==> config.mk <==
export PLATFORM = sky130hd
export DESIGN_NAME = fadd32_far_align_seq
export DESIGN_NICKNAME = d
export VERILOG_FILES = /design/src/rtl/fadd32_far_align_seq.sv
export SDC_FILE = /design/constraint.sdc
export NUM_CORES = 1
export LEC_CHECK = 0
export ABC_AREA = 1
export CAP_MARGIN = 15
export CORE_MARGIN = 8
export CORE_UTILIZATION = 49
export DETAILED_ROUTE_END_ITERATION = 12
export PLACE_DENSITY = 0.78
export SYNTH_ARGS = -nofsm -noshare
export SYNTH_HDL_FRONTEND = slang
export SYNTH_SLANG_ARGS = --single-unit
==> constraint.sdc <==
create_clock -name clk -period 2.08 [get_ports clk]
set_input_delay 0.52 -clock clk [delete_from_list [all_inputs] [get_ports clk]]
set_output_delay 0.52 -clock clk [all_outputs]
set_load 0.02 [all_outputs]
==> src/rtl/fadd32_far_align_seq.sv <==
// Far-path alignment sequencer: right-shifts the small significand through a 48-bit
// window at most SHIFT_STEP bits per cycle, folding the bits shifted out into a sticky flag.
module fadd32_far_align_seq #(
    parameter int unsigned SHIFT_STEP = 8
) (
    input  logic        clk,
    input  logic        rst_n,
    input  logic        flush_i,
    input  logic        in_valid_i,
    output logic        in_ready_o,
    input  logic [7:0]  exp_diff_i,
    input  logic        exp_zero_i,
    input  logic        do_sub_i,
    input  logic [23:0] sig_small_i,
    output logic        out_valid_o,
    input  logic        out_ready_i,
    output logic [47:0] aligned_sig_o,
    output logic        sticky_o,
    output logic [5:0]  shift_amt_o
);

    typedef enum logic [1:0] {StIdle, StShift, StDone} state_e;

    localparam logic [5:0] StepMax = 6'(SHIFT_STEP);

    state_e      state_q, state_d;
    logic [47:0] data_q, data_d;
    logic        sticky_q, sticky_d;
    logic [5:0]  rem_q, rem_d;
    logic [5:0]  amt_q, amt_d;

    logic [8:0]  diff;
    logic [5:0]  amt_in;
    logic [5:0]  step;
    logic [63:0] lost_mask;

    // 9-bit difference so a borrow shows up in bit 8 and saturates to zero.
    assign diff = {1'b0, exp_diff_i} - {8'b0, exp_zero_i} - {8'b0, do_sub_i};

    always_comb begin
        amt_in = diff[5:0];
        if (diff[8]) begin
            amt_in = 6'd0;
        end else if (diff[7:0] > 8'd63) begin
            amt_in = 6'd63;
        end
    end

    assign step      = (rem_q < StepMax) ? rem_q : StepMax;
    assign lost_mask = (64'd1 << step) - 64'd1;

    always_comb begin
        state_d  = state_q;
        data_d   = data_q;
        sticky_d = sticky_q;
        rem_d    = rem_q;
        amt_d    = amt_q;
        unique case (state_q)
            StIdle: begin
                if (in_valid_i) begin
                    data_d   = {sig_small_i, 24'b0};
                    sticky_d = 1'b0;
                    rem_d    = amt_in;
                    amt_d    = amt_in;
                    state_d  = (amt_in == 6'd0) ? StDone : StShift;
                end
            end
            StShift: begin
                data_d   = data_q >> step;
                sticky_d = sticky_q | (|(data_q & lost_mask[47:0]));
                rem_d    = rem_q - step;
                if (rem_q == step) begin
                    state_d = StDone;
                end
            end
            StDone: begin
                if (out_ready_i) begin
                    state_d = StIdle;
                end
            end
            default: state_d = StIdle;
        endcase
        // Flush drops whatever the case above decided, including a same-cycle capture.
        if (flush_i) begin
            state_d  = StIdle;
            data_d   = data_q;
            sticky_d = sticky_q;
            rem_d    = rem_q;
            amt_d    = amt_q;
        end
    end

    always_ff @(posedge clk) begin
        if (!rst_n) begin
            state_q  <= StIdle;
            data_q   <= 48'd0;
            sticky_q <= 1'b0;
            rem_q    <= 6'd0;
            amt_q    <= 6'd0;
        end else begin
            state_q  <= state_d;
            data_q   <= data_d;
            sticky_q <= sticky_d;
            rem_q    <= rem_d;
            amt_q    <= amt_d;
        end
    end

    assign in_ready_o    = (state_q == StIdle);
    assign out_valid_o   = (state_q == StDone);
    assign aligned_sig_o = data_q;
    assign sticky_o      = sticky_q;
    assign shift_amt_o   = amt_q;

endmodule
## After elaboration in Yosys (flattened, before gate mapping)

Index checks and enable logic that the tools add are counted.
W data, S select, Z words.

| cells by class | value |
|---|---|
| $add $sub $neg | 4 |
| $lt $le $gt $ge | 2 |
| eq/ne operators | 6 |
| shift-type cells | 2 |
| mux-type cells | 14 |
| bitwise operators | 4 |
| reduce and logical (&&, ||, !) cells | 8 |

Operator list:

| operator | count |
|---|---|
| $pmux W48 S2 | 1 |
| $and A48 B48 Y48 | 1 |
| $mux W48 | 1 |
| $reduce_or A48 Y1 | 1 |
| $shl A1 B6 Y48 const A | 1 |
| $shr A48 B6 Y48 | 1 |
| $sub A48 B1 Y48 const B | 1 |
| $mux W6 | 4 |
| $pmux W6 S2 | 1 |
| $reduce_and A3 Y1 | 3 |
| $sub A8 B1 Y9 | 1 |
| $sub A9 B1 Y9 | 1 |
| $gt A8 B6 Y1 const B | 1 |
| $mux W2 | 4 |
| $eq A6 B6 Y1 | 1 |
| $logic_not A6 Y1 | 1 |
| $lt A6 B4 Y1 const B | 1 |
| $pmux W2 S3 | 1 |
| $sub A6 B6 Y6 | 1 |
| $ne A2 B2 Y1 const B | 2 |
| $eq A2 B1 Y1 const B | 1 |
| $eq A2 B2 Y1 const B | 1 |
| $logic_not A2 Y1 | 1 |
| $ne A2 B1 Y1 const B | 1 |
| 6 further kinds | 7 |

| storage, ports and cells | value |
|---|---|
| register bits | 63 |
| input port bits | 39 |
| output and inout port bits | 57 |
| logic and storage cells | 45 |

## Longest topological paths before layout

| logic depth | value |
|---|---|
| word-level depth | 9 |
| depth in mapped cells | 18 |
| gate-level depth less buffers | 16 |

## Worst setup path before layout

Ideal clock, no wire load.

| timing | value |
|---|---|
| path kind | input port to flip-flop |
| start point | input port exp_diff_i[0] |
| end point | register state_q[0] |
| library setup time | 0.116 ns |
| arrival | 2.051 ns |
| required time | 1.964 ns |
| path slack | -0.087 ns |
| stages on the path | 12 |
| path buffers | 0 |
| path through | inv_1 > fa_1 > inv_1 > ha_1 > xnor2_1 > nand4_1 > nand2_1 > nand2_1 > nor2_1 > nand2_1 > nand2_1 > a21oi_1 |

| on the way | value |
|---|---|
| cells in the longest elaborated chain, start to end | 9 |

Ends and longest elaborated chain:

| element | line | source |
|---|---|---|
| from (decl) | 11 | `input logic [7:0] exp_diff_i,` |
| $sub A8 B1 Y9 * | 38 | `assign diff = {1'b0, exp_diff_i} - {8'b0, exp_zero_i} - {8'b0, do_sub_i};` |
| $sub A9 B1 Y9 * | 38 |  |
| $gt A8 B6 Y1 | 44 | `end else if (diff[7:0] > 8'd63) begin` |
| $mux W6 | 44 |  |
| $mux W6 * | 42 | `if (diff[8]) begin` |
| $logic_not A6 Y1 * | 65 | `state_d = (amt_in == 6'd0) ? StDone : StShift;` |
| $mux W2 * | 65 |  |
| $mux W2 * | 60 | `if (in_valid_i) begin` |
| $pmux W2 S3 * | 58 | `unique case (state_q)` |
| to (signal assigned) | 95 | `state_q <= StIdle;` |
| to (signal assigned) | 101 | `state_q <= state_d;` |
| to (decl) | 26 | `state_e state_q, state_d;` |

Mark *: on every way between the ends. The rest lies on a longest branch, timed or not. The select of a mux whose other input is x is not followed.
A chain may end at the register's enable or synchronous reset.

## Final worst setup path

| timing | value |
|---|---|
| start point | register data_q[42], in the netlist aligned_sig_o[42] |
| end point | output port aligned_sig_o[42] |

RTL lines:

| element | line | source |
|---|---|---|
| from (decl) | 27 | `logic [47:0] data_q, data_d;` |
| from (signal assigned) | 102 | `data_q <= data_d;` |
| to (decl) | 17 | `output logic [47:0] aligned_sig_o,` |

No word-level cell between the ends.

==> out/metrics.cfg <==
[cells_and_area]
final_util_pct = 68.7
nNetsFinal = 1094
drive_gt1_share_pct = 13.8
antennaDiodeCount = 0
finalInstanceArea_mm2 = 0.00712
synthToLayoutAreaGrowth_pct = 36.0

[power_and_ir_drop]
peakVddDrop_mv = 0.453
pwr_density_cell_mw_per_mm2 = 588
leakage_nw = 3.08

[timing]
drv_slew = 0
whs_ns = 0.460
clock_skew_ns = 0.00809
fmax_mhz = 495
rsz0062_at_grt = true
min_period_over_period_pct = 97.0
hold_viol = 0
period_needed_ns = 2.02
setup_viol = 0
fin_ws_ns = 0.0615

[min_path]
hold_path.class = reg2reg

[clock_tree]
cts-buffers-inserted = 9
hold_buffers = 0
cts.sinks = 63
htreeDepth = 3
root_buffer = clkbuf_8
cts_tree = yes
path_clk_slew_ns = 0.07
clock_path_buffers = 2
clock_latency_ns = 0.36

[synthesis]
yosysTopAreaCellShare_pct = 24.1
ys.flop_type = dfxtp_1
synth_largest_area_cell = dfxtp_1
synthCells = 915
ys_ff_latch = 63
ys_async_sr_fraction_pct = 0
yosysMostFrequentCell = nand2_1
synth_edf_count = 0
seq_area_frac_synth_pct = 24.1
avgSynthCellArea_um2 = 5.72
netlist_area_mm2 = 0.00524
syn-num-nets = 960
ys_warn_count = 0
synth.distinct_cells = 39
synth.area.top_cells = dfxtp_1 (24%), nand2_1 (19%), nand3_1 (12%)
netlist_top_cells_count = nand2_1 (270), nand3_1 (125), inv_1 (81), a21oi_1 (75), o21ai_0 (72)

[drt]
drt_iter0_drc = 753
ant_nets = 0
drtPass1Iterations = 6
wirelength_mm = 18.4
wl_per_cell_um = 15.4
viasPerCell = 5.62
vias = 6689
drc = 0

[placement]
globalplace.congestion = 0.945
place_area_mm2 = 0.00678
hpwl_mm = 13.8
io_buffers = 95
pre_cts_slack_ns = -0.649

[floorplanning]
die_w_um = 119
die_h_um = 119
num_rows = 37
pin_count = 96
dieArea_mm2 = 0.0143
core_area_mm2 = 0.0104
start_util_pct = 50.5

[worst_setup_path]
cp_cell_sequence = clkdlybuf4s50_1
arrival_ns = 1.50
cp_num_buf_inv = 1
crit_slowest_cell = clkdlybuf4s50_1
cp_top_family = buffers and inverters
path_max_fanout = 5
worstSetupPathType = reg2out
slowest_delay_ns = 0.69
crit_path_end_kind = primary output
start_kind = flop
crit_required_ns = 1.56

[global_route]
grt_overflow = 0
grt_first_pass_wirelength_mm = 29.8
grt_pass1_vias = 6133
grt_max_degree = 46
antenna_found_initial = 0
grtUsageTotal_pct = 25.1

[run]
cap_violations = 0

[run_status]
status = complete, no violations

[worst paths after layout]
path,start,end,slack [ns],cells past startpoint
min,sticky_o,sticky_o,0.46,2
min reg2reg,sticky_o,sticky_o,0.46,2
max reg2reg,rem_q[4],sticky_o,0.10,16
max,aligned_sig_o[42],aligned_sig_o[42],0.06,1
[metrics by stage]
step	instances	power (mW)	TNS, ns
2_1_floorplan	915	2.30	-0.0311
3_3_place_gp	1170	2.88	-6.20
3_5_place_dp	1170	2.90	-6.70
4_1_cts	1189	4.12	0
5_1_grt	1190	4.41	-0.200
6_report	1190	4.19	0
[layout by cell type (no fill, tap or decap), types with 3 or more instances in the layout]
cell / count
clkbuf_8: 14
or2_1: 6
inv_1: 78
o21ai_1: 35
nor3_1: 3
nand4_1: 18
a31oi_1: 9
nand2_2: 4
o211ai_1: 14
buf_4: 74
buf_12: 7
a21oi_1: 75
nor2_2: 6
clkdlybuf4s50_1: 89
dfxtp_1: 61
inv_2: 7
nor2_4: 6
or2_2: 4
nand3_1: 124
nand2_1: 266
nor2_1: 48
o21ai_0: 67
[area by class of cell]
cell class | count | area (um2)
clock buffers | 14 | 193
repair buffers | 177 | 1660
clock inverters | 2 | 35.0
flip-flops and latches | 63 | 1260
multi-input cells | 712 | 3480
fillers | 962 | 3250
well taps | 136 | 170
inverters | 86 | 323
[state kept, by name, summed over array words and instances (netlist names)]
register	count
sticky_o	1
state_q	2
aligned_sig_o	48
shift_amt_o	6
rem_q	6
[repair_timing]
item                       in CTS  in global routing
gates cloned                    0                  0
pin swaps                       8                 17
buffers inserted                3                  1
gates resized for setup        13                 34
hold endpoints to repair        0                  0
setup endpoints to repair      15                 32
[where the power goes]
| group | internal [mW] | switching, mW | total (mW) |
|---|---|---|---|
| combinational | 0.664 | 0.953 | 1.62 |
| clock | 0.716 | 0.506 | 1.22 |
| sequential | 1.28 | 0.0739 | 1.35 |
[per-layer routing]
metal	wire, um	part of all wire (%)	track usage, %
met1	7750	42	31.9
met2	8570	47	40.7
met3	1560	8.5	5.43
met4	487	2.7	9.99
met5	0	0	0
[worst reg2reg max path: cells and delay by family, from the launching register on]
family / cells / cell delay [ns]
and+or+nand+nor: 11 / 0.97
DFF: 1 / 0.31
adders and majority gates: 1 / 0.31
buffers and inverters: 2 / 0.11
AOI/OAI and AO/OA: 2 / 0.16
[logic make-up (layout without fill, tap and decap cells)]
family	count (synthesis)	count (layout)	share of synthesized area [%]
AND/OR/NAND/NOR	495	495	41.4
multiplexers	2	2	0.382
flip-flops	63	63	24.1
buffers and inverters	140	279	11.2
XOR/XNOR	1	1	0.167
AO/OA/AOI/OAI	207	207	21.0
other	1	1	0.0716
adder cells (fa/ha/maj)	6	6	1.58
Power figures use the tool's default switching activity.
==> RTL edit (same flow settings) <==
`data_q` no longer has a reset.
--- a/src/rtl/fadd32_far_align_seq.sv
+++ b/src/rtl/fadd32_far_align_seq.sv
@@ -93,17 +93,19 @@
     always_ff @(posedge clk) begin
         if (!rst_n) begin
             state_q  <= StIdle;
-            data_q   <= 48'd0;
             sticky_q <= 1'b0;
             rem_q    <= 6'd0;
             amt_q    <= 6'd0;
         end else begin
             state_q  <= state_d;
-            data_q   <= data_d;
             sticky_q <= sticky_d;
             rem_q    <= rem_d;
             amt_q    <= amt_d;
         end
+    end
+
+    always_ff @(posedge clk) begin
+        data_q <= data_d;
     end
 
     assign in_ready_o    = (state_q == StIdle);
Function: changed (Yosys sat finds a counterexample within 4 cycles, from zero or initial values and one cycle with rst_n low).
==> RTL edit against the original RTL <==
- cell area decreased by 1.7%
- synthesized area is 3.5% lower
- worst setup slack worse by 37 ps
- power rose by 3.0%
- register-to-register slack worse by 80 ps
- core utilization up 0.082 points
- sequential cell count did not move
- wire length down 5.7%
==> RTL edit: results (changes against the original RTL) <==
* Status: complete, no violations
* Clk power at 1.05 mW (-14%)
* CP top delay family: simple AND/OR/NAND/NOR gates
* Skew final at 10.0 ps (+1.95 ps)
* Slowest stage delay, CP at 370 ps (-320 ps)
* Compound-gate portion of the synthesized area at 0.216 (+0.00543)
* Mapped Nets at 758 (-21%)
* Total wire length at 17300 um (-5.7%)
* Synth Area in Adders at 0.0163 (+0.000574)
* Switching power at 1.59 mW (+3.5%)
* Largest net degree at the start of global routing at 40 (-13%)
* Top cells by count, synth: nand2_1 (219), inv_1 (60), o21ai_0 (53)
* Synth unique cells at 51 (+31%)
* Seq/Total Area, Yosys at 0.345 (+0.104)
* Synth Flop Type: edfxtp_1
* Dpl ws at -699 ps (-49.2 ps)
* Share of cells above drive strength 1 at 0.187 (+0.0491)
* Pre-antenna DRT Iters at 5 (-1)
* Area contributors post-synth: edfxtp_1 (29%), nand2_1 (16%), dfxtp_1 (5.9%), o21ai_0 (5.2%), o21ai_1 (4.6%)
* Fillcell total at 863 (-10%)
* Post-synthesis xor/xnor area fraction at 0.00520 (+0.00353)
* Clock power share at 0.243 (-0.049)
* Layout net count at 897 (-18%)
* Vias in the first global route at 5535 (-9.8%)
* Crit Path Max Fanout at 9 (+4)
* EDFF count, synth at 48 (+48)
* Via count at 5746 (-14%)
==> RTL edit: cell types whose count changed after synthesis, moves of 12 or more <==
| cell | before | now |
|---|---|---|
| dfxtp_1 | 63 | 15 |
| nand3_1 | 125 | 34 |
| clkbuf_1 | 24 | 12 |
| nand2_1 | 270 | 219 |
| edfxtp_1 | 0 | 48 |
| a21oi_1 | 75 | 12 |
| inv_1 | 81 | 60 |
| o21ai_1 | 32 | 46 |
| o21ai_0 | 72 | 53 |
==> RTL edit: kinds of logic (layout without fill, tap and decap cells) <==
kind of cell | Yosys count | in the layout
simple gates | 342 | 342
fa+ha+maj | 6 | 6
other cells | 1 | 1
buf+inv | 104 | 248
flops | 63 | 63
mux | 13 | 13
xor+xnor | 3 | 3
compound gates | 181 | 181
==> RTL edit: final cells by class <==
class	count	area share
Clock buffer	13	0.0243
Clock inverter	3	0.00214
Inverter	65	0.0354
Multi-Input combinational cell	546	0.429
Sequential cell	63	0.250
Tap cell	136	0.0243
Timing Repair Buffer	167	0.235
==> RTL edit: metrics by stage <==
step           cell area [um^2]  utilization
5_1_grt                    7000        0.688
3_3_place_gp               6460        0.634
3_5_place_dp               6460        0.634
2_1_floorplan              5080            -
4_1_cts                    6720        0.660
6_report                   7000        0.688
==> RTL edit: layer usage <==
metal  track usage  part of all wire  up-vias  wire, um
li1              -                 -     2715         -
met1         0.303              0.41     2673      7110
met2         0.385              0.47      332      8220
met3        0.0552             0.099       26      1720
met4        0.0769             0.016        0       284
met5             0                 0        -         0
==> RTL edit: path summary, 6_finish.rpt <==
path / from / cells past startpoint / to / slack (ps)
worst max-delay path: rem_q[4] / 10 / aligned_sig_o[13] / 20
worst min-delay path: sticky_o / 2 / sticky_o / 480
worst max register to register: rem_q[4] / 10 / aligned_sig_o[13] / 20
worst min register to register: sticky_o / 2 / sticky_o / 480
